<file path="src/rtl/load_buffer_unit.sv">
// load_buffer_unit
// ----------------
// Single-entry load buffer between the address calculation unit (ACU) and
// data memory. It captures one load (address plus destination ROB tag) and
// holds it until the ROB reports no older unresolved stores and memory is
// free. It then raises a one-cycle read request. All outputs are registered.
//
// Ports:
//   clock          system clock; all state updates on the rising edge
//   reset          synchronous, active-low reset
//   lb_packet_in   {valid, address, rd_tag} from the ACU
//   alloc_enable   ACU requests allocation of lb_packet_in
//   pending_stores from ROB; older stores unresolved, load must wait
//   mem_busy       from MEM; memory cannot accept a read
//   lb_packet_out  registered entry contents
//   full           entry occupied; ACU must not allocate
//   load_address   entry address, to ROB
//   load_rob_tag   entry rd_tag, to ROB
//   read_mem       one-cycle memory read request
//   issue_count    (only with LB_ISSUE_COUNT_EN) number of issued loads,
//                  wraps modulo 2^32
//
// Build option: define LB_ISSUE_COUNT_EN to add the issue_count port and its
// counter. Without it the block behaves identically, minus that port.

package lb_pkg;
  localparam int XLEN        = 32;
  localparam int ROB_TAG_LEN = 5;

  typedef struct packed {
    logic                   valid;
    logic [XLEN-1:0]        address;
    logic [ROB_TAG_LEN-1:0] rd_tag;
  } lb_packet_t;
endpackage

module load_buffer_unit
  import lb_pkg::*;
(
  input  logic                   clock,
  input  logic                   reset,
  input  lb_packet_t             lb_packet_in,
  input  logic                   alloc_enable,
  input  logic                   pending_stores,
  input  logic                   mem_busy,
  output lb_packet_t             lb_packet_out,
  output logic                   full,
  output logic [XLEN-1:0]        load_address,
  output logic [ROB_TAG_LEN-1:0] load_rob_tag,
  output logic                   read_mem
`ifdef LB_ISSUE_COUNT_EN
  ,
  output logic [31:0]            issue_count
`endif
);

  lb_packet_t entry_q, entry_d;
  logic       read_mem_q, read_mem_d;
  logic       do_alloc;
  logic       do_issue;

  // Both decisions look only at the registered entry, so a load allocated at
  // one edge can issue no earlier than the following edge, and an entry that
  // issues at an edge cannot be refilled at that same edge.
  assign do_alloc = !entry_q.valid && alloc_enable && lb_packet_in.valid;
  assign do_issue = entry_q.valid && !pending_stores && !mem_busy;

  // Issuing clears only the valid bit; address and tag stay visible so the
  // ROB and MEM still see the load that was just sent.
  always_comb begin
    entry_d    = entry_q;
    read_mem_d = do_issue;
    if (do_issue) begin
      entry_d.valid = 1'b0;
    end else if (do_alloc) begin
      entry_d       = lb_packet_in;
      entry_d.valid = 1'b1;
    end
  end

  always_ff @(posedge clock) begin
    if (!reset) begin
      entry_q    <= '0;
      read_mem_q <= 1'b0;
    end else begin
      entry_q    <= entry_d;
      read_mem_q <= read_mem_d;
    end
  end

`ifdef LB_ISSUE_COUNT_EN
  logic [31:0] issue_count_q, issue_count_d;

  always_comb begin
    issue_count_d = issue_count_q + 32'(do_issue);
  end

  always_ff @(posedge clock) begin
    if (!reset) begin
      issue_count_q <= '0;
    end else begin
      issue_count_q <= issue_count_d;
    end
  end

  assign issue_count = issue_count_q;
`endif

  assign lb_packet_out = entry_q;
  assign full          = entry_q.valid;
  assign load_address  = entry_q.address;
  assign load_rob_tag  = entry_q.rd_tag;
  assign read_mem      = read_mem_q;

endmodule

</file>
<file path="config.mk">
export PLATFORM = sky130hd
export DESIGN_NAME = load_buffer_unit
export DESIGN_NICKNAME = d
export VERILOG_FILES = /design/src/rtl/load_buffer_unit.sv
export SDC_FILE = /design/constraint.sdc
export NUM_CORES = 1
export LEC_CHECK = 0
export ABC_AREA = 0
export CAP_MARGIN = 20
export CORE_MARGIN = 5
export CORE_UTILIZATION = 32
export CTS_CLUSTER_SIZE = 40
export DETAILED_ROUTE_END_ITERATION = 7
export GPL_TIMING_DRIVEN = 0
export MAX_ROUTING_LAYER = met4
export PLACE_DENSITY = 0.88
export RECOVER_POWER = 100
export REMOVE_ABC_BUFFERS = 1
export SLEW_MARGIN = 20
export SYNTH_ARGS = -nofsm -noshare
export SYNTH_HDL_FRONTEND = slang
export SYNTH_SLANG_ARGS = --single-unit
</file>
<file path="constraint.sdc">
create_clock -name clock -period 1.1 [get_ports clock]
set_input_delay 0.22 -clock clock [delete_from_list [all_inputs] [get_ports clock]]
set_output_delay 0.22 -clock clock [all_outputs]
set_load 0.01 [all_outputs]
</file>
==> metrics.csv, run 1 <==
metric;value;unit
outcome;finished, violations left;
violations;negative setup slack;
area_growth;47.4;%
max_slew_margin;55.6;%
hpwl;3.54;mm
crit_path_max_incr_delay;0.37;ns
synth_compound_area_share;0.822;%
cts.htree.levels;2;
p_leak;1.27;nW
crit_buf_inv;1;
yosys.area_share.simple;16.2;%
yosys_warnings;0;
die_area;7320;µm²
diodes;0;
cts_tree;built;
drt_iter0_drc;29;
clock_sinks;39;
die_w;85.5;µm
core;5540;µm²
final_common_cell;nand2_1;
critPathRequiredTime;1.31;ns
period_share;107;%
synthDistinctLibCells;11;
cts_root_buf;clkbuf_8;
wirelength;4.98;mm
first_pass_iters;4;
yosysSeqAreaShare;42.8;%
final_core_util;48.6;%
cp_slowest_cell;and3b_4;
cts_buffer_depth;2;
layout_common_cells;75 x nand2_1, 56 x buf_2, 39 x clkdlybuf4s50_1;
place_congestion;0.706;
fmax;852;MHz
synth_adder_area_share;0;%
clock-skew-final;0.00308;ns
drive_gt1_share;45.2;%
syn-instance-count;206;
cp_max_fo;9;
ant_nets;0;
io_pins;120;
nNetsFinal;334;
synth_top_family_by_area;multiplexers;
critical_path.top_delay_family;simple AND/OR/NAND/NOR gates;
io_buffers;119;
tns;-1.19;ns
num_vias;1583;
grt_pass1_wl;7.69;mm
synth.avg_cell_area;8.86;µm²
drc;0;
holdWs;0.463;ns
synth_mux_area_share;20.3;%
startpoint_type;flip-flop;
cp-end-kind;flip-flop;
cts_buffers;5;
finalPower;3.24;mW
ys_ff_latch;39;
worstMarginPinSlew;0.666;ns
criticalPathCategory;reg -> reg;
p_per_area;1200;nW/µm²
clkTransAtPathRegs;0.07;ns
synth-xor-area-share;0;%
hold_viol_final;0;
grt_max_degree;43;
ir_drop;0.739;mV
num_rows;27;
fin_ws;-0.0732;ns
grt_util_all_layers;13.5;%
initial_core_util;32.9;%
preCtsSetupSlack;-0.782;ns
drv_slew;0;
grt_pass1_vias;1704;
viasPerCell;4.35;
holdCritPathClass;reg -> reg;
die_h;85.5;µm
setup_viol;30;
wl_per_cell;13.7;µm
cap_violations;0;
worstPathCellList;and3b_4, clkbuf_16, mux2i_1;
insertion_delay;0.28;ns
mappedNetlistArea;1830;µm²
fin_crit;1.17;ns
rsz0062_at_grt;true;
worstPathArrival;1.38;ns
antenna_found_initial;0;
grt_overflow;0;
## area by class of cell
class,instances,area [µm²]
Timing Repair Buffer,128,977
Clock buffer,8,100
Multi-Input combinational cell,117,698
Sequential cell,39,826
Fill cell,589,2850
Tap cell,72,90.1
## per-layer routing
| layer | share of wire (%) | GRT usage (%) | wire (µm) | vias to the layer above |
|---|---|---|---|---|
| li1 | - | - | - | 781 |
| met1 | 43 | 14.8 | 2130 | 717 |
| met2 | 48 | 23.1 | 2380 | 83 |
| met3 | 9.1 | 5.28 | 456 | 2 |
| met4 | 0.36 | 3.02 | 18 | 0 |
| met5 | 0 | - | 0 | - |
## synthesized netlist by cell type
cell type  number  area (µm²)
nor3_1          1        5.00
buf_6           3        33.8
dfxtp_1        39         781
mux2i_1        37         370
clkbuf_2        1        5.00
buf_2           2        10.0
o21a_1          2        15.0
clkbuf_1        6        22.5
buf_4          39         293
and3b_1         1        8.76
nand2_1        75         282
## through the flow
step	area, µm²	cells
final	2690	364
after global routing	2690	364
after CTS	3010	358
after detailed placement	2790	348
after global placement	2740	346
after floorplan	1460	155
## power breakdown
| group | internal, mW | switching [mW] | leakage (nW) |
|---|---|---|---|
| clock | 0.572 | 0.470 | 0.0515 |
| combinational | 0.357 | 0.285 | 0.884 |
| sequential | 1.50 | 0.0530 | 0.334 |
| total | 2.43 | 0.808 | 1.27 |
## registers in the layout, indices dropped and copies added, names as in the netlist
signal and cells:
load_address 32, load_rob_tag 5, read_mem 1, full 1
## tightest hold or removal path, cell delays in order, from the launching register on
cell and delay, ns:
dfxtp_2 0.32, nand2_1 0.05, mux2i_1 0.05
## repair_timing
action / CTS / global route
pin swaps: 1 / 0
gates cloned: 1 / 1
resized for setup: 257 / 72
hold endpoints to repair: 0 / 0
hold buffers: 0 / 0
buffers inserted: 1 / 5
setup endpoints to repair: 115 / 108
## final timing paths
check                                        end  slack (ns)  cells after the start             from
worst min-delay path             load_rob_tag[1]        0.46                      2  load_rob_tag[1]
worst max register to register  load_address[26]       -0.07                      3             full
worst min register to register   load_rob_tag[1]        0.46                      2  load_rob_tag[1]
worst max-delay path            load_address[26]       -0.07                      3             full
## kinds of logic after synthesis
group | Yosys count
compound gates | 2
buf+inv | 51
flops | 39
mux | 37
simple gates | 77
Note: power is estimated with default switching activity, not from simulation.
==> run 2, diff against run 1 <==
--- a/config.mk
+++ b/config.mk
@@ -7,13 +7,15 @@
 export LEC_CHECK = 0
 export ABC_AREA = 0
 export CAP_MARGIN = 20
+export CELL_PAD_IN_SITES_DETAIL_PLACEMENT = 1
+export CELL_PAD_IN_SITES_GLOBAL_PLACEMENT = 1
 export CORE_MARGIN = 5
-export CORE_UTILIZATION = 32
+export CORE_UTILIZATION = 22
 export CTS_CLUSTER_SIZE = 40
 export DETAILED_ROUTE_END_ITERATION = 7
 export GPL_TIMING_DRIVEN = 0
 export MAX_ROUTING_LAYER = met4
-export PLACE_DENSITY = 0.88
+export PLACE_DENSITY = 0.87
 export RECOVER_POWER = 100
 export REMOVE_ABC_BUFFERS = 1
 export SLEW_MARGIN = 20
==> run 2 against run 1 <==
Net effect: the flow still finishes with violations (negative setup slack); fmax fell by 1.6%; sequential power barely moved; final cell count rose by 8.5%; critical path depth unchanged; sequential cell count unchanged; clock-buffer cell count unchanged; largest power group unchanged; highest routed layer unchanged.
==> metrics.csv, run 2 (synthesis results as in run 1) <==
metric;value;unit;change
num_vias;1613;;+1.9%
largest_register_ffs;32;;unchanged
grt_util_all_layers;10.9;%;-2.6 points
first_pass_iters;2;;-2
seq_power_share;48.0;%;about the same
drv_slew;0;;unchanged
antenna_found_initial;0;;unchanged
worstPathArrival;1.40;ns;+0.02 ns
wl_per_cell;13.7;µm;+0.29%
final_core_util;32.7;%;-16 points
rsz0062_at_grt;true;;
num_rows;33;;+22%
hpwl;3.97;mm;+12%
holdCritPathClass;reg -> reg;;
fmax;838;MHz;-1.6%
die_area;10200;µm²;+40%
grt_overflow;0;;unchanged
swShare;25.6;%;+0.61 points
layout_common_cells;75 x nand2_1, 70 x buf_2, 41 x clkdlybuf4s50_1;;
criticalPathCategory;reg -> reg;;
power_switching;0.828;mW;+2.4%
cts_buffers;5;;unchanged
cap_violations;0;;unchanged
diodes;0;;unchanged
cts_root_buf;clkbuf_8;;
p_int;2.41;mW;-0.87%
io_pins;120;;unchanged
nNetsFinal;332;;-0.60%
crit_path_max_incr_delay;0.35;ns;-0.02 ns
violations;negative setup slack;;
clkTransAtPathRegs;0.08;ns;about the same
startpoint_type;flip-flop;;
drc;0;;unchanged
crit_buf_inv;1;;unchanged
place_congestion;0.662;;-6.3%
postCtsHoldBufs;0;;unchanged
worstPathCellList;and3b_4, buf_12, mux2i_1;;
dp.cells;380;;+9.2%
die_w;101;µm;+18%
p_leak;1.26;nW;-0.92%
grt_max_degree;77;;+79%
hold_viol_final;0;;unchanged
drt_iter0_drc;20;;-31%
worstMarginPinSlew;0.720;ns;+0.0539 ns
tns;-1.62;ns;-0.428 ns
fin_ws;-0.0927;ns;-0.0195 ns
clock-skew-final;0.00500;ns;+0.00192 ns
clock_sinks;39;;unchanged
initial_core_util;22.4;%;-11 points
io_buffers;119;;unchanged
setup_viol;39;;+30%
insertion_delay;0.28;ns;about the same
critPathRequiredTime;1.31;ns;about the same
core;8130;µm²;+47%
cp_max_fo;21;;+12
fin_crit;1.19;ns;+0.0195 ns
grt_pass1_vias;1713;;+0.53%
stdcell_count;395;;+8.5%
n_fill_cell;992;;+68%
wirelength;5.42;mm;+8.8%
multiInputGateArea;684;µm²;-2.0%
cts_tree;built;;
period_share;108;%;+1.8 points
cts.htree.levels;2;;unchanged
final_common_cell;nand2_1;;
p_per_area;1210;nW/µm²;+1.0%
outcome;finished, violations left;;
finalPower;3.23;mW;about the same
drive_gt1_share;45.2;%;about the same
cp_slowest_cell;dfxtp_2;;
critical_path.top_delay_family;flip-flops;;
p_clk_share;32.9;%;+0.7 points
viasPerCell;4.08;;-6.1%
die_h;101;µm;+18%
max_slew_margin;52.0;%;-3.6 points
area_growth;45.9;%;
cp-end-kind;flip-flop;;
ir_drop;0.410;mV;-45%
cts_buffer_depth;2;;unchanged
ant_nets;0;;unchanged
power_frac_comb;19.1;%;-0.7 points
r2r_setup_slack;-0.09;ns;-0.02 ns
grt_pass1_wl;8.56;mm;+11%
seq_area;827;µm²;+0.15%
## run 2: per-layer routing
metal  vias to the layer above  share of wire (%)  GRT usage [%]
met1                       764                 38           11.6
met4                         0                1.2           3.68
met2                        66                 53           19.8
met5                         -                  0              -
li1                        776                  -              -
met3                         7                7.4           2.28
## run 2: power by group through the flow
stage / combinational, mW / sequential, mW / clock [mW]
after detailed placement: 0.732 / 1.58 / 0
after CTS: 0.681 / 1.56 / 1.15
after global placement: 0.723 / 1.57 / 0
after floorplan: 0.149 / 1.64 / 0
after global routing: 0.670 / 1.57 / 1.19
final: 0.618 / 1.55 / 1.07
## run 2: path summary, 6_finish.rpt
| kind | startpoint | end | depth (start not counted) |
|---|---|---|---|
| worst max-delay path | full | load_address[7] | 3 |
| worst min-delay path | load_address[14] | load_address[14] | 2 |
| worst max register to register | full | load_address[7] | 3 |
| worst min register to register | load_address[14] | load_address[14] | 2 |
## run 2: layout make-up
class	instances	share of cell area [%]
Sequential cell	39	31.1
Clock buffer	8	3.76
Multi-Input combinational cell	116	25.7
Tap cell	105	4.93
Timing Repair Buffer	127	34.5
## run 2: what timing repair did
item,CTS,global route
hold endpoints to repair,0,0
gates resized for setup,283,55
setup endpoints to repair,115,97
pin swaps,0,0
setup buffers,1,6
## run 2: worst register-to-register path: stages, from the launching register on
cell	delay, ns
dfxtp_2	0.35
and3b_4	0.33
buf_12	0.19
mux2i_1	0.24
## run 2: through the flow
step | hold slack (ns) | area (µm²) | worst slack [ns]
after floorplan | 0.296 | 1460 | -1.04
after global placement | 0.456 | 2780 | -1.81
after detailed placement | 0.473 | 2810 | -0.626
after CTS | 0.461 | 2960 | -0.105
after global routing | 0.472 | 2660 | -0.153
final | 0.463 | 2660 | -0.0927
